--- src/rtl/fifo_tx_arbiter_pkg.sv ---
// Shared types and constants for the fifo_tx_arbiter transmit-side arbiter.
package fifo_tx_arbiter_pkg;

  typedef enum logic [1:0] {
    ST_IDLE   = 2'd0,
    ST_STROBE = 2'd1,
    ST_GAP    = 2'd2
  } arb_state_e;

  localparam logic [7:0] ERR_CNT_MAX = 8'hFF;
  localparam int         GAP_MIN     = 3;
  localparam int         IDX_W       = 3;

endpackage

--- src/rtl/fifo_rr_pick.sv ---
// Combinational rotate-priority select: the first valid index at or after ptr_i wins.
module fifo_rr_pick
  import fifo_tx_arbiter_pkg::*;
#(
  parameter int N = 4
) (
  input  logic [N-1:0]     valid_i,
  input  logic [IDX_W-1:0] ptr_i,
  output logic [N-1:0]     grant_o,
  output logic [IDX_W-1:0] idx_o,
  output logic             any_o
);

  always_comb begin
    idx_o   = '0;
    grant_o = '0;
    any_o   = |valid_i;
    // Walk offsets from farthest to nearest so the nearest valid index is the last write.
    for (int i = N - 1; i >= 0; i--) begin
      for (int k = 0; k < N; k++) begin
        if (valid_i[k] && ((int'(ptr_i) + i == k) || (int'(ptr_i) + i == k + N))) begin
          idx_o = IDX_W'(k);
        end
      end
    end
    for (int k = 0; k < N; k++) begin
      if (any_o && (idx_o == IDX_W'(k))) grant_o[k] = 1'b1;
    end
  end

endmodule

--- src/rtl/fifo_tx_arbiter.sv ---
// Round-robin byte arbiter feeding fifo_interface with paced single-cycle tx strobes.
// Optional retry of a byte that saw tx_err_i: define FIFO_ARB_ERR_RETRY_EN.
module fifo_tx_arbiter
  import fifo_tx_arbiter_pkg::*;
#(
  parameter int NUM_REQ    = 4,
  parameter int GAP_CYCLES = 878,
  parameter int CNT_W      = 16
) (
  input  logic                   clk_i,
  input  logic                   reset_i,
  input  logic [NUM_REQ-1:0]     req_valid_i,
  input  logic [8*NUM_REQ-1:0]   req_data_i,
  output logic [NUM_REQ-1:0]     req_ready_o,
  output logic                   tx_data_rdy_o,
  output logic [7:0]             tx_data_o,
  input  logic                   tx_err_i,
  output logic [IDX_W-1:0]       grant_id_o,
  output logic [7:0]             err_count_o,
  output logic                   busy_o,
  output logic [1:0]             state_dbg_o
);

  // Handshake: requester k hands over its byte in the cycle where req_valid_i[k] and
  // req_ready_o[k] are both high. Ready is only raised in IDLE, is one-hot, may depend
  // on valid, and valid may drop at any time before it is accepted.

  localparam logic [CNT_W-1:0] GAP_LOAD = CNT_W'(GAP_CYCLES - GAP_MIN);

  arb_state_e        state_q, state_d;
  logic [IDX_W-1:0]  ptr_q;
  logic [CNT_W-1:0]  cnt_q;
  logic [7:0]        data_q;
  logic [IDX_W-1:0]  gid_q;
  logic [7:0]        err_q;
  logic              accept;

  logic [NUM_REQ-1:0] pick_grant;
  logic [IDX_W-1:0]   pick_idx;
  logic               pick_any;
  logic [7:0]         pick_byte;

  fifo_rr_pick #(.N(NUM_REQ)) u_pick (
    .valid_i (req_valid_i),
    .ptr_i   (ptr_q),
    .grant_o (pick_grant),
    .idx_o   (pick_idx),
    .any_o   (pick_any)
  );

  always_comb begin
    pick_byte = '0;
    for (int k = 0; k < NUM_REQ; k++) begin
      if (pick_idx == IDX_W'(k)) pick_byte = req_data_i[8*k +: 8];
    end
  end

`ifdef FIFO_ARB_ERR_RETRY_EN
  logic retry_q, retried_q, rt_wait_q, retry_pend;

  // A byte gets at most one retry; errors during its retry are only counted.
  assign retry_pend = retry_q | (tx_err_i & ~retried_q);

  always_ff @(posedge clk_i) begin
    if (reset_i) begin
      retry_q   <= 1'b0;
      retried_q <= 1'b0;
      rt_wait_q <= 1'b0;
    end else begin
      rt_wait_q <= 1'b0;
      if (accept) begin
        retry_q   <= 1'b0;
        retried_q <= 1'b0;
      end else if (state_q == ST_STROBE) begin
        if (retry_q) begin
          retry_q   <= 1'b0;
          retried_q <= 1'b1;
        end else begin
          retry_q <= retry_pend;
        end
      end else if (state_q == ST_GAP) begin
        retry_q <= retry_pend;
        // One extra GAP cycle keeps the retry strobe exactly GAP_CYCLES after the original.
        rt_wait_q <= (cnt_q == '0) && retry_pend && !rt_wait_q;
      end
    end
  end
`endif

  always_comb begin
    state_d       = state_q;
    req_ready_o   = '0;
    tx_data_rdy_o = 1'b0;
    accept        = 1'b0;
    case (state_q)
      ST_IDLE: begin
        if (pick_any && !reset_i) begin
          req_ready_o = pick_grant;
          accept      = 1'b1;
          state_d     = ST_STROBE;
        end
      end
      ST_STROBE: begin
        tx_data_rdy_o = 1'b1;
        state_d       = ST_GAP;
      end
      ST_GAP: begin
        if (cnt_q == '0) begin
`ifdef FIFO_ARB_ERR_RETRY_EN
          if (rt_wait_q)        state_d = ST_STROBE;
          else if (!retry_pend) state_d = ST_IDLE;
`else
          state_d = ST_IDLE;
`endif
        end
      end
      default: state_d = ST_IDLE;
    endcase
  end

  always_ff @(posedge clk_i) begin
    if (reset_i) begin
      state_q <= ST_IDLE;
      ptr_q   <= '0;
      cnt_q   <= '0;
      data_q  <= '0;
      gid_q   <= '0;
      err_q   <= '0;
    end else begin
      state_q <= state_d;
      if (accept) begin
        data_q <= pick_byte;
        gid_q  <= pick_idx;
        ptr_q  <= (pick_idx == IDX_W'(NUM_REQ - 1)) ? '0 : pick_idx + 1'b1;
      end
      if (state_q == ST_STROBE)                  cnt_q <= GAP_LOAD;
      else if (state_q == ST_GAP && cnt_q != '0) cnt_q <= cnt_q - 1'b1;
      if (tx_err_i && err_q != ERR_CNT_MAX)      err_q <= err_q + 1'b1;
    end
  end

  assign tx_data_o   = data_q;
  assign grant_id_o  = gid_q;
  assign err_count_o = err_q;
  assign busy_o      = (state_q != ST_IDLE);
  assign state_dbg_o = state_q;

endmodule

--- config.mk ---
export PLATFORM = sky130hd
export DESIGN_NAME = fifo_tx_arbiter
export DESIGN_NICKNAME = d
export VERILOG_FILES = /design/src/rtl/fifo_tx_arbiter_pkg.sv /design/src/rtl/fifo_rr_pick.sv /design/src/rtl/fifo_tx_arbiter.sv
export SDC_FILE = /design/constraint.sdc
export NUM_CORES = 1
export LEC_CHECK = 0
export BUFFER_PORTS_ARGS = -buffer_cell sky130_fd_sc_hd__clkbuf_2
export CORE_ASPECT_RATIO = 1.4
export CORE_MARGIN = 1.5
export CORE_UTILIZATION = 56
export CTS_CLUSTER_SIZE = 12
export DETAILED_ROUTE_END_ITERATION = 6
export PLACE_DENSITY_LB_ADDON = 0.3
export SYNTH_ARGS = -nofsm -noshare
export SYNTH_HDL_FRONTEND = slang
export SYNTH_SLANG_ARGS = --single-unit
--- constraint.sdc ---
create_clock -name clk_i -period 5.1 [get_ports clk_i]
set_clock_uncertainty 0.05 [all_clocks]
set_input_delay 0.255 -clock clk_i [delete_from_list [all_inputs] [get_ports clk_i]]
set_output_delay 0.255 -clock clk_i [all_outputs]
set_load 0.1 [all_outputs]
## Word level (Yosys, flattened, before mapping)

Index checks and enable logic that the tools add are counted.

| word-level totals | value |
|---|---|
| bits in registers | 40 |
| bits of input ports | 39 |
| logic and storage cells | 132 |
| output and inout bits | 27 |

| operators by class | value |
|---|---|
| reduce and logical (&&, ||, !) cells | 50 |
| muxes and demuxes | 34 |
| equal/unequal tests | 35 |
| add/sub/neg operators | 6 |

Operator list:

| operator | number |
|---|---|
| 32-bit by 4-bit equality test with 1-bit output, second input constant | 11 |
| 32-bit by 3-bit equality test with 1-bit output, second input constant | 6 |
| 32-bit by 2-bit equality test with 1-bit output, second input constant | 3 |
| 32-bit logical NOT | 3 |
| 2-bit 2-to-1 mux | 16 |
| 8-bit 2-to-1 mux | 4 |
| 1-bit logical AND | 22 |
| 10-bit 2-to-1 mux | 2 |
| 16-bit logical NOT | 1 |
| 16-bit nonzero test | 1 |
| 16-bit by 1-bit subtractor with 16-bit output, second input constant | 1 |
| 1-bit logical OR | 15 |
| 3-bit equality test, second input constant | 4 |
| 3-bit by 2-bit adder with 4-bit output, second input constant | 2 |
| 8-bit by 1-bit adder with 8-bit output, second input constant | 1 |
| 1-bit 2-to-1 mux | 8 |
| 4-bit 2-to-1 mux | 2 |
| 8-bit inequality test, second input constant | 1 |
| 2-bit equality test, second input constant | 3 |
| 3-bit by 2-bit equality test with 1-bit output, second input constant | 2 |
| 2-bit case mux with 3 select lines | 1 |
| 3-bit by 1-bit adder with 4-bit output, second input constant | 1 |
| 2-bit by 1-bit equality test with 1-bit output, second input constant | 2 |
| 2-bit inequality test, second input constant | 2 |
| 10 further kinds | 11 |

## Depth between registers and ports, before layout

Gate-level depths: netlist of the first run.

| logic depth | value |
|---|---|
| depth after elaboration | 24 |
| depth in mapped cells | 10 |
| gate-level depth less buffers | 9 |

## Hierarchy

A second synthesis of the first run with hierarchy kept.

| unflattened totals | value |
|---|---|
| cell total of the unflattened synthesis | 268 |
| area, all modules | 2253.4 um^2 |

By module, submodules not included:

| module | sequential area each (um^2) | area each (um^2) | instances | cells each |
|---|---|---|---|---|
| fifo_tx_arbiter | 800.8 | 2118.3 | 1 | 249 |
| fifo_rr_pick | 0.0 | 135.1 | 1 | 19 |

## Least setup slack after synthesis of the first run

No wires, ideal clock.

| timing | value |
|---|---|
| path kind | reg-to-output |
| start | register state_q[0], in the netlist state_dbg_o[0] |
| end | output req_ready_o[0] |
| slack | 1541 ps |
| cell stages (with the launch flop) | 7 |
| data required time | 4795 ps |
| buffers on the path | 3 |
| arrival time | 3254 ps |
| cell sequence | dfxtp_1 buf_2 or2_0 clkbuf_1 nor2_1 clkbuf_1 and3_1 |

| on the way | value |
|---|---|
| cells in the longest elaborated chain, start to end | 2 |

Ends and longest elaborated chain:

| item | line | RTL |
|---|---|---|
| start, declared | fifo_tx_arbiter.sv:30 | `arb_state_e state_q, state_d;` |
| start signal, assigned | fifo_tx_arbiter.sv:130 | `state_q <= state_d;` |
| 2-bit logical NOT | fifo_tx_arbiter.sv:95 | `case (state_q)` |
| 4-bit 2-to-1 mux | fifo_tx_arbiter.sv:95 |  |
| end, declared | fifo_tx_arbiter.sv:14 | `output logic [NUM_REQ-1:0] req_ready_o,` |

No other way between the ends.

## Worst setup path in the final report of the first run

| timing | value |
|---|---|
| start | register ptr_q[1] |
| end | output req_ready_o[3] |

| on the way | value |
|---|---|
| cells in the longest elaborated chain, start to end | 24 |
| elaborated cells between the ends (all ways) | 83 |
| classes of those cells | 3 x add/sub; 28 x eq/ne; 18 x mux; 34 x reduce/logical |

Ends and longest elaborated chain:

| item | line | RTL |
|---|---|---|
| start, declared | fifo_tx_arbiter.sv:31 | `logic [IDX_W-1:0] ptr_q;` |
| start signal, assigned | fifo_tx_arbiter.sv:134 | `ptr_q <= (pick_idx == IDX_W'(NUM_REQ - 1)) ? '0 : pick_idx + 1'b1;` |
| 3-bit by 2-bit adder with 4-bit output | -- |  |
| 32-bit by 2-bit equality test with 1-bit output / 32-bit by 4-bit equality test with 1-bit output (equally long branches) | fifo_rr_pick.sv:21 | `if (valid_i[k] && ((int'(ptr_i) + i == k) \|\| (int'(ptr_i) + i == k + N))) begin` |
| 1-bit logical OR | fifo_rr_pick.sv:21 |  |
| 1-bit logical AND | fifo_rr_pick.sv:21 |  |
| 1-bit 2-to-1 mux | fifo_rr_pick.sv:21 |  |
| 2-bit 2-to-1 mux (13 in a row) | fifo_rr_pick.sv:21 |  |
| 2-bit 2-to-1 mux (*) | fifo_rr_pick.sv:21 |  |
| named net pick_idx[0] | fifo_tx_arbiter.sv:39 | `logic [IDX_W-1:0] pick_idx;` |
| 2-bit equality test (*) | fifo_rr_pick.sv:27 | `if (any_o && (idx_o == IDX_W'(k))) grant_o[k] = 1'b1;` |
| 1-bit logical AND (*) | fifo_rr_pick.sv:27 |  |
| 1-bit 2-to-1 mux (*) | fifo_rr_pick.sv:27 |  |
| 4-bit 2-to-1 mux (*) | fifo_tx_arbiter.sv:97 | `if (pick_any && !reset_i) begin` |
| 4-bit 2-to-1 mux (*) | fifo_tx_arbiter.sv:95 |  |

The timed path passes the listed nets; every way through them passes the cells marked *.

==> flow_summary.ini, run 1 <==
[run_status]
outcome = complete, no violations

[floorplanning]
ios = 66
rows = 27
coreArea_sq_mm = 0.00395
die_h_um = 79.3
start_util_pct = 59.0
die_w_um = 57.5
dieArea_sq_mm = 0.00456

[critical_path]
end_kind = output pin
cp.arrival_ns = 2.72
required_ns = 4.80
path_max_fanout = 18
path_class = reg2out
critPathLaunchType = register

[power]
power.leakage_nw = 1.19
powerDensity_mw_per_mm2 = 463
peakVddDrop_v = 0.000332
power_mw = 1.26

[synth]
yosysSeqAreaShare_pct = 32.6
yosys_warnings = 0
synthesis.nets = 336
yosysTopAreaCellShare_pct = 32.6
ys_async_sr_fraction_pct = 0
synth-seq-cells = 38
netlist_top_cells_area = dfxtp_1, a21oi_1, mux2i_1, a211o_1, inv_1
yosys.cell_count.top_type = dfxtp_1
synth.distinct_cells = 52
synth_area_sq_mm = 0.00233
syn_area_per_cell_sq_um = 8.01
synth_commonest_cells = dfxtp_1, a21oi_1, inv_1
syn_inst = 291
synth-edff-count = 0
synth_top_cell_by_area = dfxtp_1
synth_flop_cell = dfxtp_1

[sta]
whs_ns = 0.208
min_period_ns = 3.02
clock.fmax_ghz = 0.331
hold_violations = 0
setup_tns_ns = 0
timing.final.crit_share_pct = 59.3
finalSetupViolCount = 0
rsz0062_at_grt = no
final-max-slew-violation-count = 0
max_slew_margin_pct = 50.3
worst_pin_slew_ns = 0.743

[clock_network]
root_buffer = clkbuf_8
cts_buffer_depth = 2
cts_tree = done
htreeDepth = 2
ctsHoldBuffers = 0
postCtsSetupRepairBufs = 0
cts_buffers = 5
worstSkewPairLatency_ns = 0.29
clkSinkCount = 38
clkTransAtPathRegs_ns = 0.07
cts_resized = 0

[global_route]
track_usage_pct = 23.6
antenna_found_initial = 0
grt_pass1_vias = 2077
grt.overflow.total = 0
grt_pass1_wl_um = 8680
grt_max_degree = 30

[placed_design]
routabilityCongestion = 0.836
hpwl_um = 3780
port_buffers = 64
place_area_sq_mm = 0.00262

[detailed_routing]
met2_length_um = 2610
drc_errors = 0
vias_per_cell = 5.88
drt_pass1_iterations = 5
drtIter0Drc = 145
dr.max_layer_used = met4
wl_met3_um = 249
drt-met1-wl_um = 2210
ant_nets = 0
wl_um = 5150
wire_per_inst_um = 13.3
dr_total_vias = 2283

[cells_and_area]
fillerInstances = 338
area_growth_pct = 16.4
nets = 389
drive_above_1_share_pct = 24.3
antennaDiodeCount = 0
final_area_sq_mm = 0.00271

[job]
drv_cap = 0

[hold_path]
hold_class = in2reg
registers in the layout (all words and copies together), names as in the netlist:
register,flops
ptr_q,2
err_count_o,8
state_dbg_o,2
cnt_q,16
tx_data_o,8
grant_id_o,2
critical path, stage by stage, from the launching register on:
cell and delay (ns):
dfxtp_1 0.42, mux2i_1 0.21, nor2_1 0.08, or3_1 0.40
inv_1 0.10, ha_1 0.52, and3_1 0.24, clkbuf_2 0.45
cell type report:
cell class	count	area (sq um)	area share (%)
multi-input combinational	213	1410	51.8
inverter	22	82.6	3.04
timing repair buffer	64	320	11.8
clock buffer	7	86.3	3.18
clock inverter	1	5.00	0.184
tap	43	53.8	1.98
sequential	38	761	28.0
report_power, final:
group | internal [mW] | leakage [nW] | switching (mW) | total (mW)
registers | 0.345 | 0.311 | 0.0605 | 0.406
logic | 0.190 | 0.827 | 0.455 | 0.645
clock network | 0.109 | 0.0482 | 0.0970 | 0.206
kinds of logic (layout without fill, tap and decap cells):
kind of cell,Yosys count,count (layout),share of synthesized area (%)
simple gates,111,111,28.8
fa+ha+maj,6,6,3.22
compound gates,82,82,22.7
other cells,1,1,0.161
buf+inv,40,94,7.08
flops,38,38,32.6
mux,10,10,4.29
xor+xnor,3,3,1.13
per-stage QoR:
stage / setup WS [ns] / std cells / utilization (%)
finish: 2.08 / 388 / 68.7
global route: 1.88 / 388 / 68.7
CTS: 2.07 / 388 / 68.7
detailed placement: 2.39 / 380 / 66.4
global placement: 2.47 / 380 / 66.4
floorplan: 1.54 / 291 / -
layer usage:
| metal | global-route usage (%) | up-vias |
|---|---|---|
| met4 | 11.9 | 0 |
| met2 | 40.6 | 54 |
| met1 | 26.5 | 1047 |
| met3 | 5.86 | 6 |
| li1 | - | 1176 |
| met5 | 0 | - |
worst paths after layout:
kind | start | endpoint | slack [ns] | cells after the start
worst max-delay path | ptr_q[1] | req_ready_o[3] | 2.08 | 7
worst min register to register | cnt_q[15] | cnt_q[15] | 0.42 | 2
worst max register to register | ptr_q[1] | tx_data_o[5] | 2.67 | 9
worst min-delay path | req_data_i[26] | tx_data_o[2] | 0.21 | 3
layout by cell type, fill, tap and decap left out, drive strengths merged, types with 2 or more instances in the layout:
cell    instances
a221oi          7
o21ai          14
ha              6
nand2b          3
a211oi          5
or2             2
mux2i          10
o31ai           5
nor3           10
xor2            2
or3            15
a31oi           5
nor2b           2
dfxtp          38
nor4           11
clkbuf         71
o22ai           2
and3            7
nor4b           2
a211o          11
a21oi          28
nor2           19
or4             3
inv            22
and2            2
nand3          14
nand2          16
No activity file was read; power rests on OpenSTA's default activity.
==> inputs of run 2 (changes only) <==
CORE_UTILIZATION = 52   (was 56)
clock period = 2.9 ns   (was 5.1 ns; I/O delays follow)
==> flow_summary.ini, run 2 (same netlist as run 1, synthesis figures left out) <==
[run_status]
outcome = complete, no violations

[detailed_routing]
drt_pass1_iterations = 4
dr_total_vias = 2314
vias_per_cell = 5.64
met2_length_um = 2700
drt-met1-wl_um = 2330
wl_met3_um = 307
ant_nets = 0
wl_um = 5380
dr.max_layer_used = met4
drc_errors = 0
drtIter0Drc = 147
wire_per_inst_um = 13.1

[critical_path]
cp_slowest_cell = dfxtp_1
path_buf_inv = 2
reg2reg_slack_ns = 0.47
end_kind = output pin
path_max_fanout = 11
cp.arrival_ns = 2.54
cp_cell_sequence = mux2i_1, nor2_1, or3_1, inv_1, ha_1, and3_2, buf_2
cpPeakStageDelay_ns = 0.42
required_ns = 2.71
crit_family = simple AND/OR/NAND/NOR gates
critPathLaunchType = register
path_class = reg2out

[global_route]
grt_pass1_vias = 2092
antenna_found_initial = 0
grt_pass1_wl_um = 8850
grt_max_degree = 29
grt.overflow.total = 0
track_usage_pct = 22.9

[power]
pwr-share-clk_pct = 17.0
switching_power_mw = 1.10
peakVddDrop_v = 0.000414
seqPwrFrac_pct = 31.0
power.leakage_nw = 1.21
powerDensity_mw_per_mm2 = 808
p_int_mw = 1.15
switching_share_pct = 49.0
power.share.combinational_pct = 52.0

[clock_network]
postCtsSetupRepairBufs = 0
worstSkewPairLatency_ns = 0.30
cts_tree = done
cts_buffers = 5
clkTransAtPathRegs_ns = 0.08
clkSinkCount = 38
cts_buffer_depth = 2
htreeDepth = 2
root_buffer = clkbuf_8

[placed_design]
place_area_sq_mm = 0.00269
hpwl_um = 3980
routabilityCongestion = 0.845
port_buffers = 64

[cells_and_area]
final_cell_mix = clkbuf_2, dfxtp_1, a21oi_1, inv_1, nor2_1
top_register = cnt_q
fillerInstances = 391
final_common_cell = clkbuf_2
antennaDiodeCount = 0
largest_reg_flops = 16
nets = 394
final_area_sq_mm = 0.00278
register_area_sq_um = 761
multiInputGateArea_sq_mm = 0.00141
drive_above_1_share_pct = 26.6
area_growth_pct = 19.4

[floorplanning]
start_util_pct = 54.5
die_h_um = 82.2
rows = 28
coreArea_sq_mm = 0.00427
dieArea_sq_mm = 0.00490
ios = 66
die_w_um = 59.6

[sta]
rsz0062_at_grt = no
worst_pin_slew_ns = 0.552
hold_violations = 0
setup_tns_ns = 0
final-max-slew-violation-count = 0
timing.final.crit_share_pct = 94.2
clock.fmax_ghz = 0.366
max_slew_margin_pct = 63.3
min_period_ns = 2.73
finalSetupViolCount = 0

[job]
drv_cap = 0

[hold_path]
hold_class = in2reg
[run 2: layout make-up]
| type | count | share of cell area (%) |
|---|---|---|
| Clock buffer | 6 | 2.97 |
| Clock inverter | 2 | 0.450 |
| Inverter | 22 | 2.97 |
| Multi-Input combinational cell | 213 | 50.6 |
| Sequential cell | 38 | 27.3 |
| Tap cell | 60 | 2.70 |
| Timing Repair Buffer | 69 | 12.9 |
[run 2: worst paths after layout]
check                 start              to  cells after the start
min reg2reg       cnt_q[15]       cnt_q[15]                      2
min          req_data_i[27]    tx_data_o[3]                      3
max reg2reg        ptr_q[1]    tx_data_o[0]                      9
max                ptr_q[1]  req_ready_o[1]                      7
[run 2: per-layer routing]
| layer | vias to the layer above | global-route usage (%) |
|---|---|---|
| met5 | - | 0 |
| met4 | 0 | 6.44 |
| met3 | 4 | 4.21 |
| met2 | 70 | 41.6 |
| met1 | 1045 | 27.0 |
| li1 | 1195 | - |
[run 2: worst register-to-register path, delay by kind of cell, from the launching register on]
family                   cells  cell delay [ns]
buffers and inverters        1             0.07
AND/OR/NAND/NOR              3             0.78
flip-flops                   1             0.36
AO/OA/AOI/OAI                4             0.80
adder cells (fa/ha/maj)      1             0.30
[run 2: power by group through the flow]
stage,registers (mW),clock network [mW],logic [mW]
after floorplan,0.975,0,0.694
after global placement,0.703,0,1.15
after detailed placement,0.706,0,1.17
after CTS,0.695,0.394,1.17
after global routing,0.708,0.417,1.27
final,0.696,0.382,1.17
[run 2: repair_timing]
item / CTS / global route
hold buffers: 0 / 0
hold endpoints to repair: 0 / 0
setup endpoints to repair: 0 / 1
gates resized for setup: 0 / 1
[run 2: per-stage QoR]
step           util [%]  cells  worst slack (ns)  power [mW]  hold slack [ns]
4_1_cts            65.1    410             0.129        2.26           0.0879
5_1_grt            65.1    410            0.0107        2.40            0.106
3_5_place_dp       62.9    402             0.465        1.87            0.391
6_report           65.1    410             0.169        2.25           0.0897
3_3_place_gp       62.9    402             0.540        1.85            0.383
2_1_floorplan         -    291            -0.214        1.67            0.285
